--- config.mk ---
export PLATFORM = sky130hd
export DESIGN_NAME = text_blitter
export DESIGN_NICKNAME = d
export VERILOG_FILES = /design/src/rtl/text_blitter.sv
export SDC_FILE = /design/constraint.sdc
export NUM_CORES = 2
export LEC_CHECK = 0
export ABC_CLOCK_PERIOD_IN_PS = 4800
export BUFFER_PORTS_ARGS = -buffer_cell sky130_fd_sc_hd__buf_2
export CAP_MARGIN = 10
export CORE_AREA = 3 3 518 520
export CTS_BUF_LIST = sky130_fd_sc_hd__clkbuf_8
export DETAILED_ROUTE_END_ITERATION = 12
export DIE_AREA = 0 0 521 523
export PLACE_DENSITY = 0.49
export SKIP_LAST_GASP = 1
export SYNTH_ARGS = -nofsm -noshare
export SYNTH_HDL_FRONTEND = slang
export SYNTH_SLANG_ARGS = --single-unit
--- constraint.sdc ---
create_clock -name clk -period 4.8 [get_ports clk]
set_input_delay 0.72 -clock clk [delete_from_list [all_inputs] [get_ports clk]]
set_output_delay 0.72 -clock clk [all_outputs]
set_load 0.02 [all_outputs]
--- src/rtl/text_blitter.sv ---
// Glyph blitter: draws one GLYPH_W x GLYPH_H character from a row-major glyph
// ROM into a line-organised VRAM using read-modify-write per glyph row.
// Each row costs ROM -> RD -> WR, so a full glyph with a permanent grant is
// 3*GLYPH_H cycles plus the DONE cycle.
module text_blitter #(
  parameter int LINE_W     = 640,
  parameter int Y_W        = 9,
  parameter int GLYPH_W    = 7,
  parameter int GLYPH_H    = 10,
  parameter int NUM_GLYPHS = 39,
  parameter int BLANK_CODE = 38
) (
  input  logic              clk,
  input  logic              rst_n,
  input  logic              start,
  input  logic [5:0]        let_code,
  input  logic [9:0]        x_pos,
  input  logic [Y_W-1:0]    y_pos,
  input  logic [1:0]        mode,
  output logic              busy,
  output logic              let_done,
  output logic [8:0]        rom_addr,
  input  logic [GLYPH_W-1:0] rom_data,
  output logic              vram_req,
  input  logic              vram_turn,
  output logic [Y_W-1:0]    line_addr,
  input  logic [LINE_W-1:0] line_from_vram,
  output logic              activate_write,
  output logic [LINE_W-1:0] line_to_vram
);

  localparam int ROW_W = $clog2(GLYPH_H + 1);
  // Window template: GLYPH_W ones at screen column 0 (line MSB), shifted right by x.
  localparam logic [LINE_W-1:0] WIN = {{GLYPH_W{1'b1}}, {(LINE_W-GLYPH_W){1'b0}}};

  typedef enum logic [2:0] {IDLE, ROM, RD, WR, DONE} state_t;

  state_t               state, state_nx;
  logic [5:0]           lat_let;
  logic [9:0]           lat_x;
  logic [1:0]           lat_mode;
  logic [ROW_W-1:0]     row;
  logic [GLYPH_W-1:0]   glyph_row;
  logic                 accept, last_row, blank;
  logic [LINE_W-1:0]    win_mask, glyph_line, mode_line, new_line;

  assign accept   = (state == IDLE) && start;
  assign last_row = (row == ROW_W'(GLYPH_H - 1));
  // Out-of-range codes render like the blank glyph rather than reading garbage.
  assign blank    = (lat_let == 6'(BLANK_CODE)) || ({1'b0, lat_let} >= 7'(NUM_GLYPHS));

  // Shifting past the line end drops columns, which is exactly the right-edge clip.
  assign win_mask   = WIN >> lat_x;
  assign glyph_line = {glyph_row, {(LINE_W-GLYPH_W){1'b0}}} >> lat_x;
  assign new_line   = (line_from_vram & ~win_mask) | (mode_line & win_mask);

  // Per-mode combination of old line and glyph; masking to the window happens above.
  always_comb begin
    mode_line = glyph_line;
    case (lat_mode)
      2'd0:    mode_line = glyph_line;
      2'd1:    mode_line = line_from_vram | glyph_line;
      2'd2:    mode_line = ~glyph_line;
      default: mode_line = line_from_vram ^ glyph_line;
    endcase
  end

  // State register; async reset lands in IDLE immediately, aborting any draw.
  always_ff @(posedge clk or negedge rst_n) begin
    if (!rst_n) state <= IDLE;
    else        state <= state_nx;
  end

  // Next-state and state-decoded outputs; vram_turn only matters in RD/WR.
  always_comb begin
    state_nx       = state;
    busy           = 1'b1;
    let_done       = 1'b0;
    vram_req       = 1'b0;
    activate_write = 1'b0;
    case (state)
      IDLE: begin
        busy = 1'b0;
        if (start) state_nx = ROM;
      end
      ROM:  state_nx = RD;
      RD: begin
        vram_req = 1'b1;
        if (vram_turn) state_nx = WR;
      end
      WR: begin
        vram_req       = 1'b1;
        activate_write = 1'b1;
        if (vram_turn) state_nx = last_row ? DONE : ROM;
      end
      DONE: begin
        let_done = 1'b1;
        state_nx = IDLE;
      end
      default: state_nx = IDLE;
    endcase
  end

  // Datapath: request latch, row/address stepping, glyph capture, line merge.
  always_ff @(posedge clk or negedge rst_n) begin
    if (!rst_n) begin
      lat_let      <= '0;
      lat_x        <= '0;
      lat_mode     <= '0;
      row          <= '0;
      rom_addr     <= '0;
      line_addr    <= '0;
      glyph_row    <= '0;
      line_to_vram <= '0;
    end else begin
      if (accept) begin
        lat_let   <= let_code;
        lat_x     <= x_pos;
        lat_mode  <= mode;
        row       <= '0;
        rom_addr  <= 9'(let_code);
        line_addr <= y_pos;
      end
      if (state == ROM)
        glyph_row <= blank ? '0 : rom_data;
      if (state == RD && vram_turn)
        line_to_vram <= new_line;
      if (state == WR && vram_turn && !last_row) begin
        row       <= row + ROW_W'(1);
        rom_addr  <= 9'(int'(lat_let) + (int'(row) + 1) * NUM_GLYPHS);
        line_addr <= line_addr + Y_W'(1);
      end
    end
  end

endmodule

==> metrics.txt <==
# TYPE chip_impl_metric gauge
chip_impl_metric{name="regToRegSetupSlack",unit="ns"} 0.25
chip_impl_metric{name="antenna_found_initial",unit=""} 239
chip_impl_metric{name="finish.net_count",unit=""} 11690
chip_impl_metric{name="grt.overflow.total",unit=""} 0
chip_impl_metric{name="tightest_slew",unit="ns"} 1.373
chip_impl_metric{name="dpl_hpwl",unit="µm"} 400900
chip_impl_metric{name="synth_warnings",unit=""} 0
chip_impl_metric{name="cts.clk_slew.worst_paths",unit="ns"} 0.07
chip_impl_metric{name="synth_top_area_share",unit="%"} 26.72
chip_impl_metric{name="path_max_fanout",unit=""} 21
chip_impl_info{name="cts-root-buf",value="clkbuf_8"} 1
chip_impl_info{name="critical_path.most_common_cell",value="nand2_1"} 1
chip_impl_info{name="synth_top_family_by_area",value="compound AO/OA/AOI/OAI gates"} 1
chip_impl_info{name="cell_family_with_most_cp_delay",value="simple AND/OR/NAND/NOR gates"} 1
chip_impl_metric{name="globalplace.congestion",unit=""} 0.9611
chip_impl_info{name="tritoncts",value="yes"} 1
chip_impl_metric{name="grt_max_degree",unit=""} 196
chip_impl_metric{name="chipHeight",unit="µm"} 523
chip_impl_metric{name="vias",unit=""} 82720
chip_impl_metric{name="worst_reg2reg_path_depth",unit=""} 12
chip_impl_metric{name="post_synth_xor_area_fraction",unit="%"} 2.074
chip_impl_metric{name="post_synth_inst_count",unit=""} 8982
chip_impl_metric{name="muxShareOfSynthArea",unit="%"} 1.208
chip_impl_metric{name="cts_buffer_depth",unit=""} 4
chip_impl_metric{name="syn_avg_cell_area",unit="µm²"} 7.194
chip_impl_metric{name="postCtsResizedCells",unit=""} 0
chip_impl_metric{name="comb_power_share",unit="%"} 67.4
chip_impl_metric{name="detail_route.wirelength",unit="µm"} 528400
chip_impl_info{name="crit_slowest_cell",value="nor2_1"} 1
chip_impl_metric{name="critPathBufInv",unit=""} 2
chip_impl_info{name="worstPathCellList",value="buf_4 > nor2b_4 > buf_4 > nand2_1 > nor2_1 > a21oi_1 > ha_1 > nand2_1 > o21ai_0 > nand2_1 > o2111ai_1 > a22o_1"} 1
chip_impl_metric{name="netlist-cell-type-count",unit=""} 95
chip_impl_metric{name="yosys.area_share.simple",unit="%"} 16.93
chip_impl_metric{name="timing.final.hold_violations",unit=""} 0
chip_impl_metric{name="maxSlewHeadroom",unit="%"} 8.129
chip_impl_metric{name="fin_crit",unit="ns"} 4.547
chip_impl_metric{name="effective_utilization_at_floorplan",unit="%"} 24.42
chip_impl_metric{name="power.sequential.fraction",unit="%"} 18.9
chip_impl_metric{name="ys_async_sr_fraction",unit="%"} 100.0
chip_impl_metric{name="synth_fa_ha_area_share",unit="%"} 13.00
chip_impl_metric{name="std_cell_rows",unit=""} 189
chip_impl_metric{name="clkSinkCount",unit=""} 690
chip_impl_metric{name="min_path_cells",unit=""} 3
chip_impl_info{name="synth_largest_area_cell",value="dfrtp_1"} 1
chip_impl_metric{name="leakage",unit="µW"} 0.03547
chip_impl_metric{name="die-width",unit="µm"} 521
chip_impl_metric{name="share_of_final_layout_standard_cells_stronger_than_drive_strength_1",unit="%"} 21.43
chip_impl_info{name="crit_path_start_kind",value="flop"} 1
chip_impl_metric{name="post_drt_wl_per_cell",unit="µm"} 37.40
chip_impl_metric{name="final.period_utilization",unit="%"} 94.73
chip_impl_metric{name="cts_hold_buf",unit=""} 222
chip_impl_info{name="worstSetupStartpoint",value="lat_x[8]"} 1
chip_impl_metric{name="drt-vias-per-instance",unit=""} 5.855
chip_impl_metric{name="clock_skew",unit="ns"} 0.1011
chip_impl_metric{name="clock_insertion_delay_worst_skew",unit="ns"} 1.05
chip_impl_metric{name="compound_cell_area_share_of_the_yosys_netlist",unit="%"} 30.96
chip_impl_info{name="mostFrequentLayoutCells",value="1619 x nand2_1, 1403 x o21ai_0, 1338 x buf_2, 779 x inv_1, 683 x dfrtp_1"} 1
chip_impl_metric{name="fp.dieArea",unit="µm²"} 272500
chip_impl_metric{name="share_of_synthesized_area_occupied_by_flip_flops_and_latches",unit="%"} 26.72
chip_impl_info{name="ys.flop_type",value="dfrtp_1"} 1
chip_impl_info{name="holdCritPathClass",value="input port to flop"} 1
chip_impl_info{name="mostFrequentLayoutCell",value="nand2_1"} 1
chip_impl_metric{name="drv_cap",unit=""} 0
chip_impl_metric{name="cell_internal_pwr",unit="µW"} 22420
chip_impl_metric{name="htree_num_levels",unit=""} 4
chip_impl_metric{name="fmax",unit="MHz"} 219.9
chip_impl_info{name="synth_area_leaders",value="dfrtp_1 27%, ha_1 13%, o21ai_0 11%"} 1
chip_impl_metric{name="p_switching",unit="µW"} 36400
chip_impl_metric{name="gr-usage-all-layers",unit="%"} 37.07
chip_impl_metric{name="yosys_register_bits",unit=""} 690
chip_impl_metric{name="final_antenna_net_count",unit=""} 0
chip_impl_metric{name="slowest_delay",unit="ns"} 0.73
chip_impl_metric{name="drc",unit=""} 0
chip_impl_metric{name="mappedNetlistArea",unit="µm²"} 64620
chip_impl_metric{name="drt_first_iter_violations",unit=""} 10880
chip_impl_info{name="run_status",value="completed"} 1
chip_impl_metric{name="power-per-cell-area",unit="nW/µm²"} 708.8
chip_impl_metric{name="area_growth_syn_to_layout",unit="%"} 28.43
chip_impl_metric{name="hold_slack",unit="ns"} 0.04787
chip_impl_metric{name="placement.io_buffers",unit=""} 1339
chip_impl_metric{name="via_count_of_the_first_global_routing_pass",unit=""} 76970
chip_impl_info{name="timing.setup.critical_path_class",value="flop to flop"} 1
chip_impl_metric{name="final.setup.tns",unit="ns"} 0
chip_impl_info{name="rsz0062_at_grt",value="false"} 1
chip_impl_metric{name="clock_power_share",unit="%"} 13.7
chip_impl_metric{name="critical_path_depth",unit=""} 12
chip_impl_metric{name="post_cts_buffers",unit=""} 0
chip_impl_metric{name="coreArea",unit="µm²"} 264600
chip_impl_info{name="r2r_start",value="lat_x[8]"} 1
chip_impl_info{name="worstSetupEndpointType",value="flop"} 1
chip_impl_metric{name="worstPathRequired",unit="ns"} 5.63
chip_impl_metric{name="synth_enable_flop_cells",unit=""} 0
chip_impl_metric{name="vdd_drop_max",unit="mV"} 0.4274
chip_impl_metric{name="netSwitchingFraction",unit="%"} 61.88
chip_impl_metric{name="maxSlewViolCount",unit=""} 0
chip_impl_metric{name="floorplan.io_pins",unit=""} 1340
chip_impl_metric{name="tritoncts.num_buffers",unit=""} 174
chip_impl_metric{name="firstDrtPassIters",unit=""} 6
chip_impl_metric{name="mappedNetlistNets",unit=""} 10330
chip_impl_metric{name="arrival_time_at_the_worst_endpoint",unit="ns"} 5.38
chip_impl_metric{name="grt_pass1_wl",unit="µm"} 698200
chip_impl_metric{name="setup_viol",unit=""} 0
chip_impl_info{name="timing.hold.worst.start",value="line_from_vram[275]"} 1
==> synth_stat cells (77+ instances only) <==
cell and instances:
nand2_1 1634, o21ai_0 1407, inv_1 729, dfrtp_1 690, ha_1 662, clkbuf_1 625
a21oi_1 515, nor2_1 498, o211ai_1 328, nand3_1 284, a211oi_1 190, o2111ai_1 158
xnor2_1 149, o221ai_1 122, a31oi_1 102, buf_1 86, buf_2 77
==> power groups by stage <==
stage          Clock (µW)  Combinational [µW]  Sequential [µW]
2_1_floorplan           0               16200            13300
3_3_place_gp            0               38200            11000
3_5_place_dp            0               38600            11100
4_1_cts              8180               38900            11000
5_1_grt              8400               41100            11400
6_report             8070               39600            11100
==> stage by stage <==
stage / util [%] / cells / total power (µW) / setup WS [ns] / instance area (µm²)
2_1_floorplan: - / 8982 / 29480 / 1.227 / 64620
3_3_place_gp: 29.08 / 13480 / 49260 / 0.5488 / 76940
3_5_place_dp: 29.08 / 13480 / 49670 / 0.4970 / 76950
4_1_cts: 31.25 / 14010 / 58100 / 0.4658 / 82690
5_1_grt: 31.32 / 14080 / 60810 / 0.2922 / 82870
6_report: 31.36 / 14130 / 58820 / 0.2529 / 82990
==> sequential cells by signal, summed over array words and instances, names as in the netlist, 3 cells and up <==
| signal | flops |
|---|---|
| line_addr | 9 |
| glyph_row | 7 |
| lat_x | 10 |
| row | 4 |
| state | 3 |
| lat_let | 6 |
| rom_addr | 9 |
| line_to_vram | 640 |
==> path summary, 6_finish.rpt <==
kind                                     end
max reg2reg                line_to_vram[254]
max in group asynchronous  line_to_vram[233]
min                        line_to_vram[275]
max                        line_to_vram[254]
min in group asynchronous   line_to_vram[58]
min reg2reg                line_to_vram[529]
==> kinds of logic (layout without fill, tap and decap cells) <==
family,Yosys count,in the layout
mux,69,69
buf+inv,1528,3018
simple gates,2648,2648
other cells,0,122
compound gates,3226,3226
flops,690,690
xor+xnor,153,153
fa+ha+maj,668,668
==> per-layer routing <==
layer	wire [µm]	vias to the layer above	global-route usage [%]	part of all wire, %
met1	202500	40730	45.20	38
met5	618	-	0	0.12
li1	-	34860	-	-
met3	58150	1345	11.72	11
met2	226300	5688	56.17	43
met4	40850	98	24.12	7.7
==> worst register-to-register path: stages, from the launching register on <==
cell	delay, ns
dfrtp_1	0.50
buf_4	0.34
nor2b_4	0.50
buf_4	0.50
nand2_1	0.47
nor2_1	0.73
a21oi_1	0.43
ha_1	0.40
nand2_1	0.06
o21ai_0	0.08
nand2_1	0.09
o2111ai_1	0.12
a22o_1	0.21
==> final cells by class <==
type,instances,area (µm²)
fill,28780,181600
multi-input combinational,6764,42210
sequential,690,17290
timing repair buffer,1982,12500
tap,3533,4420
clock buffer,221,3042
inverter,731,2761
clock inverter,84,474.2
antenna,122,305.3
Power figures use the tool's default switching activity.
